<file path="src/rtl/score_display_pkg.sv">
// Shared types and helpers for the score display path.
//   - widths and display limits
//   - converter FSM state type
//   - score clamp and 7-segment lookup (active-high, gfedcba)
package score_display_pkg;

  localparam int NUM_DIGITS = 4;
  localparam int SCORE_W    = 14;
  localparam int BCD_W      = 16;
  localparam logic [SCORE_W-1:0] MAX_DISPLAY = 14'd9999;

  typedef enum logic [1:0] {IDLE, SHIFT, DONE} conv_state_e;

  function automatic logic [SCORE_W-1:0] clamp_score(input logic [SCORE_W-1:0] s);
    return (s > MAX_DISPLAY) ? MAX_DISPLAY : s;
  endfunction

  // Nibbles above 9 never occur from the converter, but map to blank anyway.
  function automatic logic [6:0] seg_lut(input logic [3:0] n);
    logic [6:0] s;
    case (n)
      4'd0:    s = 7'b0111111;
      4'd1:    s = 7'b0000110;
      4'd2:    s = 7'b1011011;
      4'd3:    s = 7'b1001111;
      4'd4:    s = 7'b1100110;
      4'd5:    s = 7'b1101101;
      4'd6:    s = 7'b1111101;
      4'd7:    s = 7'b0000111;
      4'd8:    s = 7'b1111111;
      4'd9:    s = 7'b1101111;
      default: s = 7'b0000000;
    endcase
    return s;
  endfunction

endpackage

</file>
<file path="src/rtl/score_display_bin2bcd_seq.sv">
// Sequential double-dabble binary-to-BCD converter.
//   i_Clk, i_Rst_n : clock, async active-low reset
//   i_Start        : request a conversion of i_Bin (accepted only in IDLE)
//   i_Bin          : raw binary score, clamped to 9999 on latch
//   o_Busy         : converter is in SHIFT or DONE
//   o_Done         : high for the single DONE cycle; o_Bcd/o_Val are final then
//   o_Bcd          : BCD shift register (intermediate until o_Done)
//   o_Val          : clamped binary value that is being / was converted
module bin2bcd_seq
  import score_display_pkg::*;
(
  input  logic               i_Clk,
  input  logic               i_Rst_n,
  input  logic               i_Start,
  input  logic [SCORE_W-1:0] i_Bin,
  output logic               o_Busy,
  output logic               o_Done,
  output logic [BCD_W-1:0]   o_Bcd,
  output logic [SCORE_W-1:0] o_Val
);

  conv_state_e        state_q;
  logic [SCORE_W-1:0] bin_q;
  logic [SCORE_W-1:0] val_q;
  logic [BCD_W-1:0]   bcd_q;
  logic [BCD_W-1:0]   bcd_adj;
  logic [3:0]         cnt_q;

  // Add-3 correction on every nibble that would overflow past 9 after the shift.
  always_comb begin
    bcd_adj = bcd_q;
    for (int d = 0; d < NUM_DIGITS; d++) begin
      if (bcd_q[d*4 +: 4] >= 4'd5)
        bcd_adj[d*4 +: 4] = bcd_q[d*4 +: 4] + 4'd3;
    end
  end

  always_ff @(posedge i_Clk or negedge i_Rst_n) begin
    if (!i_Rst_n) begin
      state_q <= IDLE;
      bin_q   <= '0;
      val_q   <= '0;
      bcd_q   <= '0;
      cnt_q   <= '0;
    end else begin
      case (state_q)
        IDLE: if (i_Start) begin
          val_q   <= clamp_score(i_Bin);
          bin_q   <= clamp_score(i_Bin);
          bcd_q   <= '0;
          cnt_q   <= '0;
          state_q <= SHIFT;
        end
        SHIFT: begin
          bcd_q <= {bcd_adj[BCD_W-2:0], bin_q[SCORE_W-1]};
          bin_q <= {bin_q[SCORE_W-2:0], 1'b0};
          cnt_q <= cnt_q + 4'd1;
          if (cnt_q == 4'(SCORE_W - 1)) state_q <= DONE;
        end
        DONE:    state_q <= IDLE;
        default: state_q <= IDLE;
      endcase
    end
  end

  assign o_Busy = (state_q != IDLE);
  assign o_Done = (state_q == DONE);
  assign o_Bcd  = bcd_q;
  assign o_Val  = val_q;

endmodule

</file>
<file path="src/rtl/score_display_driver.sv">
// Score display driver: binary score -> BCD -> multiplexed 4-digit 7-segment.
//   i_Clk, i_Rst_n : clock, async active-low reset
//   i_Score        : binary score (values above 9999 shown as 9999)
//   o_Bcd          : registered {thousands,hundreds,tens,ones}
//   o_BcdValid     : one-cycle pulse when o_Bcd updates
//   o_Seg          : segments {g,f,e,d,c,b,a}, active-low when COMMON_ANODE
//   o_Dp           : decimal point, held inactive
//   o_Digit        : digit enables, bit0 = ones, active-low when COMMON_ANODE
module score_display_driver
  import score_display_pkg::*;
#(
  parameter int SCAN_DIV      = 50000,
  parameter int COMMON_ANODE  = 1,
  parameter int BLANK_LEADING = 1
) (
  input  logic               i_Clk,
  input  logic               i_Rst_n,
  input  logic [SCORE_W-1:0] i_Score,
  output logic [BCD_W-1:0]   o_Bcd,
  output logic               o_BcdValid,
  output logic [6:0]         o_Seg,
  output logic               o_Dp,
  output logic [NUM_DIGITS-1:0] o_Digit
);

  localparam int   PW  = (SCAN_DIV > 1) ? $clog2(SCAN_DIV) : 1;
  localparam logic INV = (COMMON_ANODE != 0);

  // ---------------- conversion ----------------
  logic [SCORE_W-1:0] last_q;
  logic [BCD_W-1:0]   bcd_q;
  logic               valid_q;
  logic               conv_start, conv_busy, conv_done;
  logic [BCD_W-1:0]   conv_bcd;
  logic [SCORE_W-1:0] conv_val;

  // Converter only looks at start while idle, so changes mid-conversion are
  // picked up on the first idle cycle afterwards.
  assign conv_start = (clamp_score(i_Score) != last_q);

  bin2bcd_seq u_conv (
    .i_Clk   (i_Clk),
    .i_Rst_n (i_Rst_n),
    .i_Start (conv_start),
    .i_Bin   (i_Score),
    .o_Busy  (conv_busy),
    .o_Done  (conv_done),
    .o_Bcd   (conv_bcd),
    .o_Val   (conv_val)
  );

  always_ff @(posedge i_Clk or negedge i_Rst_n) begin
    if (!i_Rst_n) begin
      bcd_q   <= '0;
      last_q  <= '0;
      valid_q <= 1'b0;
    end else begin
      valid_q <= conv_done;
      if (conv_done) begin
        bcd_q  <= conv_bcd;
        last_q <= conv_val;
      end
    end
  end

  // ---------------- scan ----------------
  logic [PW-1:0] presc_q;
  logic [1:0]    idx_q;

  always_ff @(posedge i_Clk or negedge i_Rst_n) begin
    if (!i_Rst_n) begin
      presc_q <= '0;
      idx_q   <= '0;
    end else if (presc_q == PW'(SCAN_DIV - 1)) begin
      presc_q <= '0;
      idx_q   <= idx_q + 2'd1;
    end else begin
      presc_q <= presc_q + PW'(1);
    end
  end

  // ---------------- blanking + LUT ----------------
  logic [BCD_W-1:0]      upper;
  logic                  blank;
  logic [6:0]            seg_d, seg_q;
  logic [NUM_DIGITS-1:0] dig_d, dig_q;

  // upper holds the current digit and everything above it; the digit is a
  // leading zero when that whole span is zero. Ones (idx 0) always shows.
  always_comb begin
    upper = bcd_q >> {idx_q, 2'b00};
    blank = (BLANK_LEADING != 0) && (idx_q != 2'd0) && (upper == '0);
    seg_d = blank ? 7'b0000000 : seg_lut(upper[3:0]);
    if (INV) seg_d = ~seg_d;
    dig_d = NUM_DIGITS'(1) << idx_q;
    if (INV) dig_d = ~dig_d;
  end

  // Segments and enables register together so no digit sees another's pattern.
  always_ff @(posedge i_Clk or negedge i_Rst_n) begin
    if (!i_Rst_n) begin
      seg_q <= {7{INV}};
      dig_q <= {NUM_DIGITS{INV}};
    end else begin
      seg_q <= seg_d;
      dig_q <= dig_d;
    end
  end

  assign o_Bcd      = bcd_q;
  assign o_BcdValid = valid_q;
  assign o_Seg      = seg_q;
  assign o_Dp       = INV;
  assign o_Digit    = dig_q;

endmodule

</file>
<file path="config.mk">
export PLATFORM = sky130hd
export DESIGN_NAME = score_display_driver
export DESIGN_NICKNAME = d
export VERILOG_FILES = /design/src/rtl/score_display_pkg.sv /design/src/rtl/score_display_bin2bcd_seq.sv /design/src/rtl/score_display_driver.sv
export SDC_FILE = /design/constraint.sdc
export NUM_CORES = 1
export LEC_CHECK = 0
export ABC_AREA = 1
export CAP_MARGIN = 25
export CORE_MARGIN = 2
export CORE_UTILIZATION = 60
export CTS_CLUSTER_DIAMETER = 80
export DETAILED_ROUTE_END_ITERATION = 8
export PLACE_DENSITY = 0.82
export SYNTH_ARGS = -nofsm -noshare
export SYNTH_HDL_FRONTEND = slang
export SYNTH_SLANG_ARGS = --single-unit
</file>
<file path="constraint.sdc">
create_clock -name i_Clk -period 3.4 [get_ports i_Clk]
set_input_delay 0.68 -clock i_Clk [delete_from_list [all_inputs] [get_ports i_Clk]]
set_output_delay 0.68 -clock i_Clk [all_outputs]
set_load 0.02 [all_outputs]
</file>
==> flow_metrics.env <==
export IMPL_clkSinkCount=110
export IMPL_area_growth_pct=11.6
export IMPL_clk_pin_slew_ps=100
export IMPL_grt_first_pass_wirelength_mm=19.9
export IMPL_clk_latency_ps=380
export IMPL_power_share_switching_pct=42.5
export IMPL_worst_slew_margin_rel_pct=39.3
export IMPL_slew_violations=0
export IMPL_grt_pass1_vias=4447
export IMPL_layout_core_utilization_pct=68.6
export IMPL_wp_data_required_ps=3670
export IMPL_cp_cell_sequence="clkdlybuf4s50_1, nor2_1, nand2_1, nand2_1, nand2_1, nand2_2, nand2_1, xor2_1, nand2_1, nor2_2, nand2_4, nand2_2, nand2_1, nand2_1, nand2_1"
export IMPL_fp_dieW_um=101
export IMPL_synthTopCellsByArea="sky130_fd_sc_hd__dfrtp_1, sky130_fd_sc_hd__nand2_1, sky130_fd_sc_hd__o21ai_0"
export IMPL_numPortBuffers=43
export IMPL_clkPwrFrac_pct=14.5
export IMPL_vdd_ir_drop_worst_v=0.000376
export IMPL_path_common_cell="sky130_fd_sc_hd__nand2_1"
export IMPL_grt_setup_unrepaired="no"
export IMPL_postSynthAreaPerCell_sq_um=8.11
export IMPL_antenna_cells_inserted=0
export IMPL_layout_drive_gt1_share_pct=8.29
export IMPL_layout_worst_path_cycle_share_pct=88.0
export IMPL_finalClockSkew_ps=12.7
export IMPL_critical_path_max_fanout=30
export IMPL_post_cts_resized_instances=0
export IMPL_seq_area_sq_um=2770
export IMPL_setup_viol=0
export IMPL_ys_seq_elements=110
export IMPL_globalRouteOverflowTotal=0
export IMPL_synthDominantAreaCellType="sky130_fd_sc_hd__dfrtp_1"
export IMPL_maximum_achievable_frequency_mhz=334
export IMPL_top_count_cell_post_synth="sky130_fd_sc_hd__nand2_1"
export IMPL_detail_route_first_pass_iterations=5
export IMPL_die_area_sq_um=10200
export IMPL_cts_buffer_depth=2
export IMPL_fp_dieH_um=101
export IMPL_yosys_most_used_dff="sky130_fd_sc_hd__dfrtp_1"
export IMPL_crit_reg2reg_launch="idx_q[0]"
export IMPL_worstMarginPinSlew_ps=909
export IMPL_synth_top_area_share_pct=43.8
export IMPL_worst_hold_path_type="primary input to asynchronous set/reset pin"
export IMPL_pwr_share_seq_pct=42.2
export IMPL_route_detailed_wl_per_inst_um=13.6
export IMPL_final_hold_viols=0
export IMPL_arrival_worst_endpoint_ps=3260
export IMPL_setup_worst_path_start="i_Score[5]"
export IMPL_run_status="finished clean"
export IMPL_grt_antenna_before_repair=0
export IMPL_finish_net_count=768
export IMPL_htree_levels=3
export IMPL_pin_count=45
export IMPL_critPathLaunchType="primary input"
export IMPL_instance_count_after_placement_with_tap_cells_included=831
export IMPL_synth_area_sq_um=5650
export IMPL_detail_route_iter0_violations=228
export IMPL_mapped_nets=734
export IMPL_postSynthCellCount=697
export IMPL_drcViolationCount=0
export IMPL_ant_nets=0
export IMPL_power_internal_w=0.00306
export IMPL_number_of_unique_standard_cell_types_used_by_synthesis=37
export IMPL_route_final_wire_length_mm=11.5
export IMPL_gp_congestion=0.888
export IMPL_placeableCoreArea_sq_um=9200
export IMPL_worst_path_max_delay_cell="sky130_fd_sc_hd__clkdlybuf4s50_1"
export IMPL_initial_core_util_pct=61.5
export IMPL_synth_async_sr_flop_share_pct=100
export IMPL_cts_buffers_inserted=9
export IMPL_ys_warnings_count=0
export IMPL_hold_ws_ps=238
export IMPL_cts_setup_buffers=0
export IMPL_cts_root_buffer_cell="sky130_fd_sc_hd__clkbuf_8"
export IMPL_maxCapViolations=0
export IMPL_power_net_switching_w=0.00226
export IMPL_num_rows=35
export IMPL_yosysSeqAreaShare_pct=48.9
export IMPL_holdBufCountCts=0
export IMPL_layout_cells_non_filler=847
export IMPL_crit_path_max_incr_delay_ps=450
export IMPL_avgViaCountPerCell=5.43
export IMPL_powerDensity_nw_per_um2=843
export IMPL_crit_path_end_kind="flip-flop"
export IMPL_power_share_combinational_pct=43.3
export IMPL_vias=4603
export IMPL_multi_input_area_sq_um=2440
export IMPL_grt_use_total_pct=24.2
export IMPL_synth_edf_count=0
export IMPL_filler_cell_count=738
export IMPL_design_power_total_w=0.00531
export IMPL_grt_start_max_net_pins=78
export IMPL_tritoncts_clock_tree="built"
export IMPL_totalNegativeSetupSlack_ps=0
export IMPL_yosys_top_cells_count="sky130_fd_sc_hd__nand2_1, sky130_fd_sc_hd__dfrtp_1, sky130_fd_sc_hd__inv_1"
export IMPL_dpl_hpwl_mm=8.08
export IMPL_finalCriticalPeriod_ps=2990
export IMPL_critical_path_class="primary input to flip-flop"
export IMPL_total_leakage_power_nw=3.20
-- critical path, delay by kind of cell --
kind	cells	cell delay, ps
AND/OR/NAND/NOR	13	1920
XOR/XNOR	1	200
buffers and inverters	1	450
-- power by group through the flow --
stage                     Clock (W)  Combinational, W  Sequential (W)
after detailed placement          0           0.00230         0.00226
after CTS                  0.000790           0.00231         0.00223
after global placement            0           0.00219         0.00223
after floorplan                   0           0.00155         0.00231
after global routing       0.000842           0.00263         0.00230
final                      0.000772           0.00230         0.00224
-- flip-flops by register name, summed over array words and instances, names as in the netlist --
| signal | count |
|---|---|
| presc_q | 16 |
| u_conv.o_Val | 14 |
| o_BcdValid | 1 |
| u_conv.o_Bcd | 16 |
| o_Bcd | 16 |
| o_Digit | 4 |
| u_conv.cnt_q | 4 |
| o_Seg | 7 |
| last_q | 14 |
| u_conv.state_q | 2 |
| idx_q | 2 |
| u_conv.bin_q | 14 |
-- worst paths after layout --
kind,end,slack (ps),depth (start not counted)
max,u_conv.bin_q[1],410,15
min,presc_q[6],240,1
max reg2reg,o_Seg[1],850,12
min reg2reg,presc_q[0],470,1
max in group asynchronous,u_conv.o_Bcd[15],2400,2
min in group i_Clk,presc_q[0],470,1
-- logic make-up (layout without fill, tap and decap cells) --
group           count (synthesis)  count (layout)  share of synthesized area [%]
xor+xnor                       11              11                           1.70
simple gates                  354             354                           27.2
buf+inv                       101             140                           7.99
other cells                     1               1                         0.0663
compound gates                 98              98                           9.25
mux                             1               1                          0.177
fa+ha+maj                      21              21                           4.65
flops                         110             110                           48.9
-- area by class of cell --
| class | instances | share of cell area [%] |
|---|---|---|
| sequential | 110 | 43.9 |
| multi-input combinational | 486 | 38.7 |
| timing repair buffer | 50 | 7.82 |
| inverter | 74 | 4.40 |
| tap | 111 | 2.20 |
| clock buffer | 10 | 2.18 |
| clock inverter | 6 | 0.833 |
-- stage by stage --
step	area [sq um]	worst slack, ps
finish	6310	408
CTS	6310	449
global placement	6120	140
detailed placement	6120	88.5
floorplan	5650	1240
global route	6310	35.3
-- layer usage --
layer | global-route usage, % | vias to the layer above | wire length, um
met5 | 0 | - | 0
met3 | 2.84 | 18 | 462
li1 | - | 2291 | -
met4 | 10.5 | 0 | 229
met2 | 41.2 | 121 | 5830
met1 | 31.3 | 2173 | 4990
-- cell usage in the layout (no fill, tap or decap), types with 7 or more instances in the layout --
master	synthesis	layout
sky130_fd_sc_hd__clkbuf_8	0	10
sky130_fd_sc_hd__nand3_2	10	10
sky130_fd_sc_hd__inv_1	71	71
sky130_fd_sc_hd__xor2_1	10	10
sky130_fd_sc_hd__a21oi_1	18	18
sky130_fd_sc_hd__nand3_1	50	50
sky130_fd_sc_hd__dfstp_2	11	11
sky130_fd_sc_hd__nand4_1	8	8
sky130_fd_sc_hd__nor2_1	46	45
sky130_fd_sc_hd__nand2_1	216	215
sky130_fd_sc_hd__buf_4	3	7
sky130_fd_sc_hd__dfrtp_1	99	99
sky130_fd_sc_hd__ha_1	21	21
sky130_fd_sc_hd__clkdlybuf4s50_1	0	42
sky130_fd_sc_hd__o21ai_0	64	64
Note: power is estimated with default switching activity, not from simulation.
